**src/rtl/bus_fifo_slave.sv**
```systemverilog
// bus_fifo_slave
// Memory-mapped FIFO peripheral for the single-master bus. The master pushes
// a word by writing the DATA register and pops one by reading it. STATUS,
// CTRL and THRESH registers plus a level interrupt allow either polling or
// interrupt-driven draining.
//
// Access protocol: there is no handshake and no back-pressure. Each rising
// clock edge that samples s_sel=1 is exactly one access, qualified by s_wr
// and s_addr[2:0]. An access always completes in that cycle. Read data is
// registered on the same edge and is valid from the following cycle until
// the next read. Writes never disturb s_dout.
//
// Register map (offset = s_addr[2:0]):
//   0 DATA   W: push s_din (dropped and ovf set when full)
//            R: pop head (returns 0 and sets udf when empty)
//   1 STATUS R: [0] empty [1] full [2] ovf [3] udf [8 +: CNT_W] count
//   2 CTRL   W: [0] flush  [1] irq_en  [2] clear ovf/udf
//            R: [1] irq_en, all other bits 0
//   3 THRESH R/W: [CNT_W-1:0]
//   4-7      R: 0, W: ignored

module bus_fifo_slave #(
    parameter int DATA_W = 64,
    parameter int ADDR_W = 16,
    parameter int DEPTH  = 8
) (
    input  logic              clk,
    input  logic              reset_n,
    input  logic              s_sel,
    input  logic              s_wr,
    input  logic [ADDR_W-1:0] s_addr,
    input  logic [DATA_W-1:0] s_din,
    output logic [DATA_W-1:0] s_dout,
    output logic              irq
);

    // Pointer and occupancy widths: count needs one extra bit to hold DEPTH.
    localparam int PTR_W = $clog2(DEPTH);
    localparam int CNT_W = PTR_W + 1;

    localparam logic [2:0] OFF_DATA   = 3'd0;
    localparam logic [2:0] OFF_STATUS = 3'd1;
    localparam logic [2:0] OFF_CTRL   = 3'd2;
    localparam logic [2:0] OFF_THRESH = 3'd3;

    localparam logic [CNT_W-1:0] CNT_FULL = CNT_W'(DEPTH);

    // ------------------------------------------------------------------
    // State
    // ------------------------------------------------------------------
    logic [DATA_W-1:0] mem_q [DEPTH];

    logic [PTR_W-1:0]  rd_ptr_q,  rd_ptr_d;
    logic [PTR_W-1:0]  wr_ptr_q,  wr_ptr_d;
    logic [CNT_W-1:0]  count_q,   count_d;
    logic              ovf_q,     ovf_d;
    logic              udf_q,     udf_d;
    logic              irq_en_q,  irq_en_d;
    logic [CNT_W-1:0]  thresh_q,  thresh_d;
    logic [DATA_W-1:0] dout_q,    dout_d;
    logic              irq_q,     irq_d;

    logic              mem_we;

    // ------------------------------------------------------------------
    // Access decode
    // ------------------------------------------------------------------
    logic [2:0] off;
    logic       wr_acc;
    logic       rd_acc;
    logic       fifo_empty;
    logic       fifo_full;

    // Only the low three address bits select a register; the rest are ignored.
    logic       unused_addr_bits;
    assign unused_addr_bits = ^s_addr[ADDR_W-1:3];

    assign off        = s_addr[2:0];
    assign wr_acc     = s_sel & s_wr;
    assign rd_acc     = s_sel & ~s_wr;
    assign fifo_empty = (count_q == '0);
    assign fifo_full  = (count_q == CNT_FULL);

    // ------------------------------------------------------------------
    // Register read data for the non-FIFO offsets
    // ------------------------------------------------------------------
    logic [DATA_W-1:0] status_word;
    logic [DATA_W-1:0] reg_rdata;

    // Assemble the STATUS word from current flags and occupancy.
    always_comb begin
        status_word               = '0;
        status_word[0]            = fifo_empty;
        status_word[1]            = fifo_full;
        status_word[2]            = ovf_q;
        status_word[3]            = udf_q;
        status_word[8 +: CNT_W]   = count_q;
    end

    // Select read data for STATUS/CTRL/THRESH and the unmapped offsets.
    always_comb begin
        reg_rdata = '0;
        case (off)
            OFF_STATUS: reg_rdata = status_word;
            OFF_CTRL:   reg_rdata[1] = irq_en_q;
            OFF_THRESH: reg_rdata[CNT_W-1:0] = thresh_q;
            default:    reg_rdata = '0;
        endcase
    end

    // ------------------------------------------------------------------
    // Next-state logic: one access per cycle updates FIFO, flags and s_dout
    // ------------------------------------------------------------------
    // Compute the effect of the current access on every piece of state.
    always_comb begin
        rd_ptr_d = rd_ptr_q;
        wr_ptr_d = wr_ptr_q;
        count_d  = count_q;
        ovf_d    = ovf_q;
        udf_d    = udf_q;
        irq_en_d = irq_en_q;
        thresh_d = thresh_q;
        dout_d   = dout_q;
        mem_we   = 1'b0;

        if (wr_acc) begin
            case (off)
                OFF_DATA: begin
                    if (!fifo_full) begin
                        mem_we   = 1'b1;
                        wr_ptr_d = wr_ptr_q + 1'b1;
                        count_d  = count_q + 1'b1;
                    end else begin
                        ovf_d = 1'b1;
                    end
                end
                OFF_CTRL: begin
                    // Flush, enable and flag-clear may all be set in one write.
                    if (s_din[0]) begin
                        rd_ptr_d = '0;
                        wr_ptr_d = '0;
                        count_d  = '0;
                    end
                    irq_en_d = s_din[1];
                    if (s_din[2]) begin
                        ovf_d = 1'b0;
                        udf_d = 1'b0;
                    end
                end
                OFF_THRESH: begin
                    thresh_d = s_din[CNT_W-1:0];
                end
                default: begin
                    // STATUS and unmapped offsets ignore writes.
                end
            endcase
        end else if (rd_acc) begin
            if (off == OFF_DATA) begin
                if (!fifo_empty) begin
                    dout_d   = mem_q[rd_ptr_q];
                    rd_ptr_d = rd_ptr_q + 1'b1;
                    count_d  = count_q - 1'b1;
                end else begin
                    dout_d = '0;
                    udf_d  = 1'b1;
                end
            end else begin
                dout_d = reg_rdata;
            end
        end
    end

    // Interrupt level is evaluated on next-state values so it tracks the
    // access that just completed without an extra cycle of lag.
    always_comb begin
        irq_d = irq_en_d &
                (((thresh_d != '0) & (count_d >= thresh_d)) | ovf_d | udf_d);
    end

    // ------------------------------------------------------------------
    // Sequential state
    // ------------------------------------------------------------------
    // Control state with asynchronous reset; an access in flight is discarded.
    always_ff @(posedge clk or negedge reset_n) begin
        if (!reset_n) begin
            rd_ptr_q <= '0;
            wr_ptr_q <= '0;
            count_q  <= '0;
            ovf_q    <= 1'b0;
            udf_q    <= 1'b0;
            irq_en_q <= 1'b0;
            thresh_q <= '0;
            dout_q   <= '0;
            irq_q    <= 1'b0;
        end else begin
            rd_ptr_q <= rd_ptr_d;
            wr_ptr_q <= wr_ptr_d;
            count_q  <= count_d;
            ovf_q    <= ovf_d;
            udf_q    <= udf_d;
            irq_en_q <= irq_en_d;
            thresh_q <= thresh_d;
            dout_q   <= dout_d;
            irq_q    <= irq_d;
        end
    end

    // Storage array is not reset; a stale entry is unreachable once the
    // pointers and count are cleared.
    always_ff @(posedge clk) begin
        if (mem_we) begin
            mem_q[wr_ptr_q] <= s_din;
        end
    end

    assign s_dout = dout_q;
    assign irq    = irq_q;

endmodule
```
**config.mk**
```make
export PLATFORM = sky130hd
export DESIGN_NAME = bus_fifo_slave
export DESIGN_NICKNAME = d
export VERILOG_FILES = /design/src/rtl/bus_fifo_slave.sv
export SDC_FILE = /design/constraint.sdc
export NUM_CORES = 1
export LEC_CHECK = 0
export ABC_AREA = 1
export CAP_MARGIN = 20
export CORE_MARGIN = 3
export CORE_UTILIZATION = 45
export CTS_CLUSTER_DIAMETER = 40
export DETAILED_ROUTE_END_ITERATION = 10
export PLACE_DENSITY = 0.6
export RECOVER_POWER = 100
export SYNTH_ARGS = -nofsm -noshare
export SYNTH_HDL_FRONTEND = slang
export SYNTH_SLANG_ARGS = --single-unit
```
**constraint.sdc**
```tcl
create_clock -name clk -period 9.8 [get_ports clk]
set_clock_uncertainty 0.15 [all_clocks]
set_input_delay 0.98 -clock clk [delete_from_list [all_inputs] [get_ports clk]]
set_output_delay 0.98 -clock clk [all_outputs]
set_load 0.005 [all_outputs]
```
==> results.yml <==
placed_design:
  post-dp-hpwl_um: 27600
  gp_congestion: 0.798
  port_buffers: 135
  dp_slack_ns: 4.75
  placedCellCount: 2492
cells_and_area:
  syn_to_final_growth_pct: 18.9
  regArea_um2: 17400
  fill_cells: 4155
  post-route-util: 0.547
  drive_above_1_share: 0.0768
  nets: 1996
  most-common-layout-cells: "edfxtp_1, nor2_1, o21ai_0"
  multiInputGateArea_um2: 5040
  final_common_cell: "edfxtp_1"
  instances_no_fill: 2646
logic_synthesis:
  avgSynthCellArea_um2: 13.1
  synth_top_cell_by_area: "edfxtp_1"
  synthCells: 1773
  synth_warnings: 0
  syn_nets: 1866
  synth_cell_types: 32
  synth.area.top_cells: "edfxtp_1, dfrtp_1, o21ai_0, nor2_1, nand2_1"
  syn-cell-area_um2: 23300
  synth-seq-area-share: 0.749
  synth-seq-cells: 594
  yosysTopAreaCellShare: 0.661
cts:
  clockBufferDepth: 3
  path_clk_slew_ns: 0.05
  cts_resized: 0
  insertion_delay_ns: 0.61
  root_buffer: "clkbuf_16"
  h-tree-depth: 3
  cts_inserted_buffers: 78
  cts_tree: "yes"
  post_cts_buffers: 0
  numClockSinks: 594
  ctsHoldBuffers: 0
timing:
  timing.final.crit_share: 0.642
  worstMarginPinSlew_ns: 4.33
  rsz0062_at_grt: "false"
  fin_ws_ns: 3.51
  max_freq_mhz: 159
  relSlewSlack: -1.89
  drv_slew: 719
  hold_viol_final: 0
  finalSetupTns_ns: 0
  setup_violations: 0
  period_minus_slack_ns: 6.29
grt:
  grt_first_pass_wirelength_um: 86300
  grt_overflow_total: 0
  grt_max_degree: 153
  grt_antenna_before_repair: 13
  grt_usage: 0.208
  grt_pass1_vias: 14700
setup_path:
  cp.arrival_ns: 6.65
  crit_required_ns: 10.16
  rrSetupSlack_ns: 3.51
  critPathMaxFanout: 105
  critPathKind: "reg2reg"
  endpoint_kind: "register"
  start_kind: "register"
status:
  status: "complete, but fails checks"
  violations: "capacitance limit, slew limit"
routing:
  routed.top_layer: "met5"
  drc: 0
  viasPerCell: 5.53
  drtAntennaViolNets: 0
  wl_um: 55700
  drt_first_iter_violations: 1350
  wl_met2_um: 27300
  wl_met3_um: 3440
  wl_met1_um: 23900
  wl_per_cell_um: 21.0
  first_pass_iters: 5
  routed-via-count: 14600
floorplanning:
  rows: 82
  coreArea_um2: 50600
  die_w_um: 233
  die_y_um: 233
  dieArea_um2: 54500
  initial_core_util: 0.460
  ios: 149
power:
  leakagePower_nw: 9.76
  power_per_cell_area_nw_per_um2: 250
  peakVddDrop_mv: 0.139
min_path:
  min_path_type: "reg2reg"
run:
  cap_violations: 19
==> per-layer routing <==
layer,up-vias,track usage
li1,6805,-
met1,7322,0.276
met2,418,0.348
met3,92,0.0405
met4,8,0.0649
met5,-,0
==> state kept, by name, summed over array words and instances (netlist names) <==
name	cells
irq	1
mem_q	512
count_q	4
udf_q	1
thresh_q	4
rd_ptr_q	3
ovf_q	1
irq_en_q	1
wr_ptr_q	3
s_dout	64
==> final cells by class <==
type                    count  share of cell area
flip-flops and latches    594               0.631
diodes                      8            0.000724
repair buffers            163              0.0560
clock buffers              99              0.0768
clock inverters            44              0.0183
multi-input cells        1031               0.182
inverters                  35             0.00498
well taps                 672              0.0304
==> worst paths after layout <==
path,from,end,cells after the start
max,rd_ptr_q[0]$_DFFE_PN0P_,s_dout[2]$_DFFE_PN0P_,8
min,s_dout[27]$_DFFE_PN0P_,s_dout[27]$_DFFE_PN0P_,2
max reg2reg,rd_ptr_q[0]$_DFFE_PN0P_,s_dout[2]$_DFFE_PN0P_,8
min reg2reg,s_dout[27]$_DFFE_PN0P_,s_dout[27]$_DFFE_PN0P_,2
max in group asynchronous,reset_n,rd_ptr_q[0]$_DFFE_PN0P_,2
min in group asynchronous,reset_n,irq$_DFF_PN0_,1
==> worst max-delay path: stages (launching register included) <==
cell,delay [ns]
dfrtp_4,0.82
clkinvlp_2,0.99
clkbuf_1,3.10
o21ai_0,0.37
o21ai_0,0.21
nand2_1,0.08
nand2_1,0.12
nand2_1,0.12
a21oi_1,0.16
==> cells in the mapped netlist <==
master     instances
a211oi_1           3
a21oi_1           21
buf_12             1
buf_2             50
buf_4             16
buf_6              8
buf_8              1
clkbuf_1          32
clkbuf_2           5
clkinv_1           1
dfrtp_1           82
edfxtp_1         512
ha_1               9
inv_1             29
inv_2              3
inv_4              2
nand2_1          154
nand2_2            4
nand2_4            1
nand3_1           77
nand4_1            1
nor2_1           339
nor2_2             4
nor2_4             2
nor3_1            13
o211ai_1          69
o21ai_0          265
o21ai_1            5
o221ai_1          59
o22ai_1            2
o2bb2ai_1          1
xor2_1             2
==> power breakdown <==
part           switching [mW]  internal (mW)
logic                   0.772          0.385
registers              0.0934           2.83
clock network            1.08           1.74
total                    1.94           4.96
==> logic make-up after synthesis <==
group / share of synthesized area
AND/OR/NAND/NOR: 0.103
flip-flops: 0.749
AO/OA/AOI/OAI: 0.109
buffers and inverters: 0.0334
adder cells (fa/ha/maj): 0.00484
XOR/XNOR: 0.000753
==> stage by stage <==
| step | hold WS, ns | power, mW | instance area [um^2] |
|---|---|---|---|
| finish | 0.324 | 6.90 | 27600 |
| global route | 0.345 | 7.24 | 27600 |
| CTS | 0.199 | 6.97 | 27700 |
| detailed placement | 0.315 | 4.14 | 25100 |
| global placement | 0.314 | 4.11 | 25100 |
| floorplan | 0.323 | 3.78 | 23300 |
Note: power is estimated with default switching activity, not from simulation.
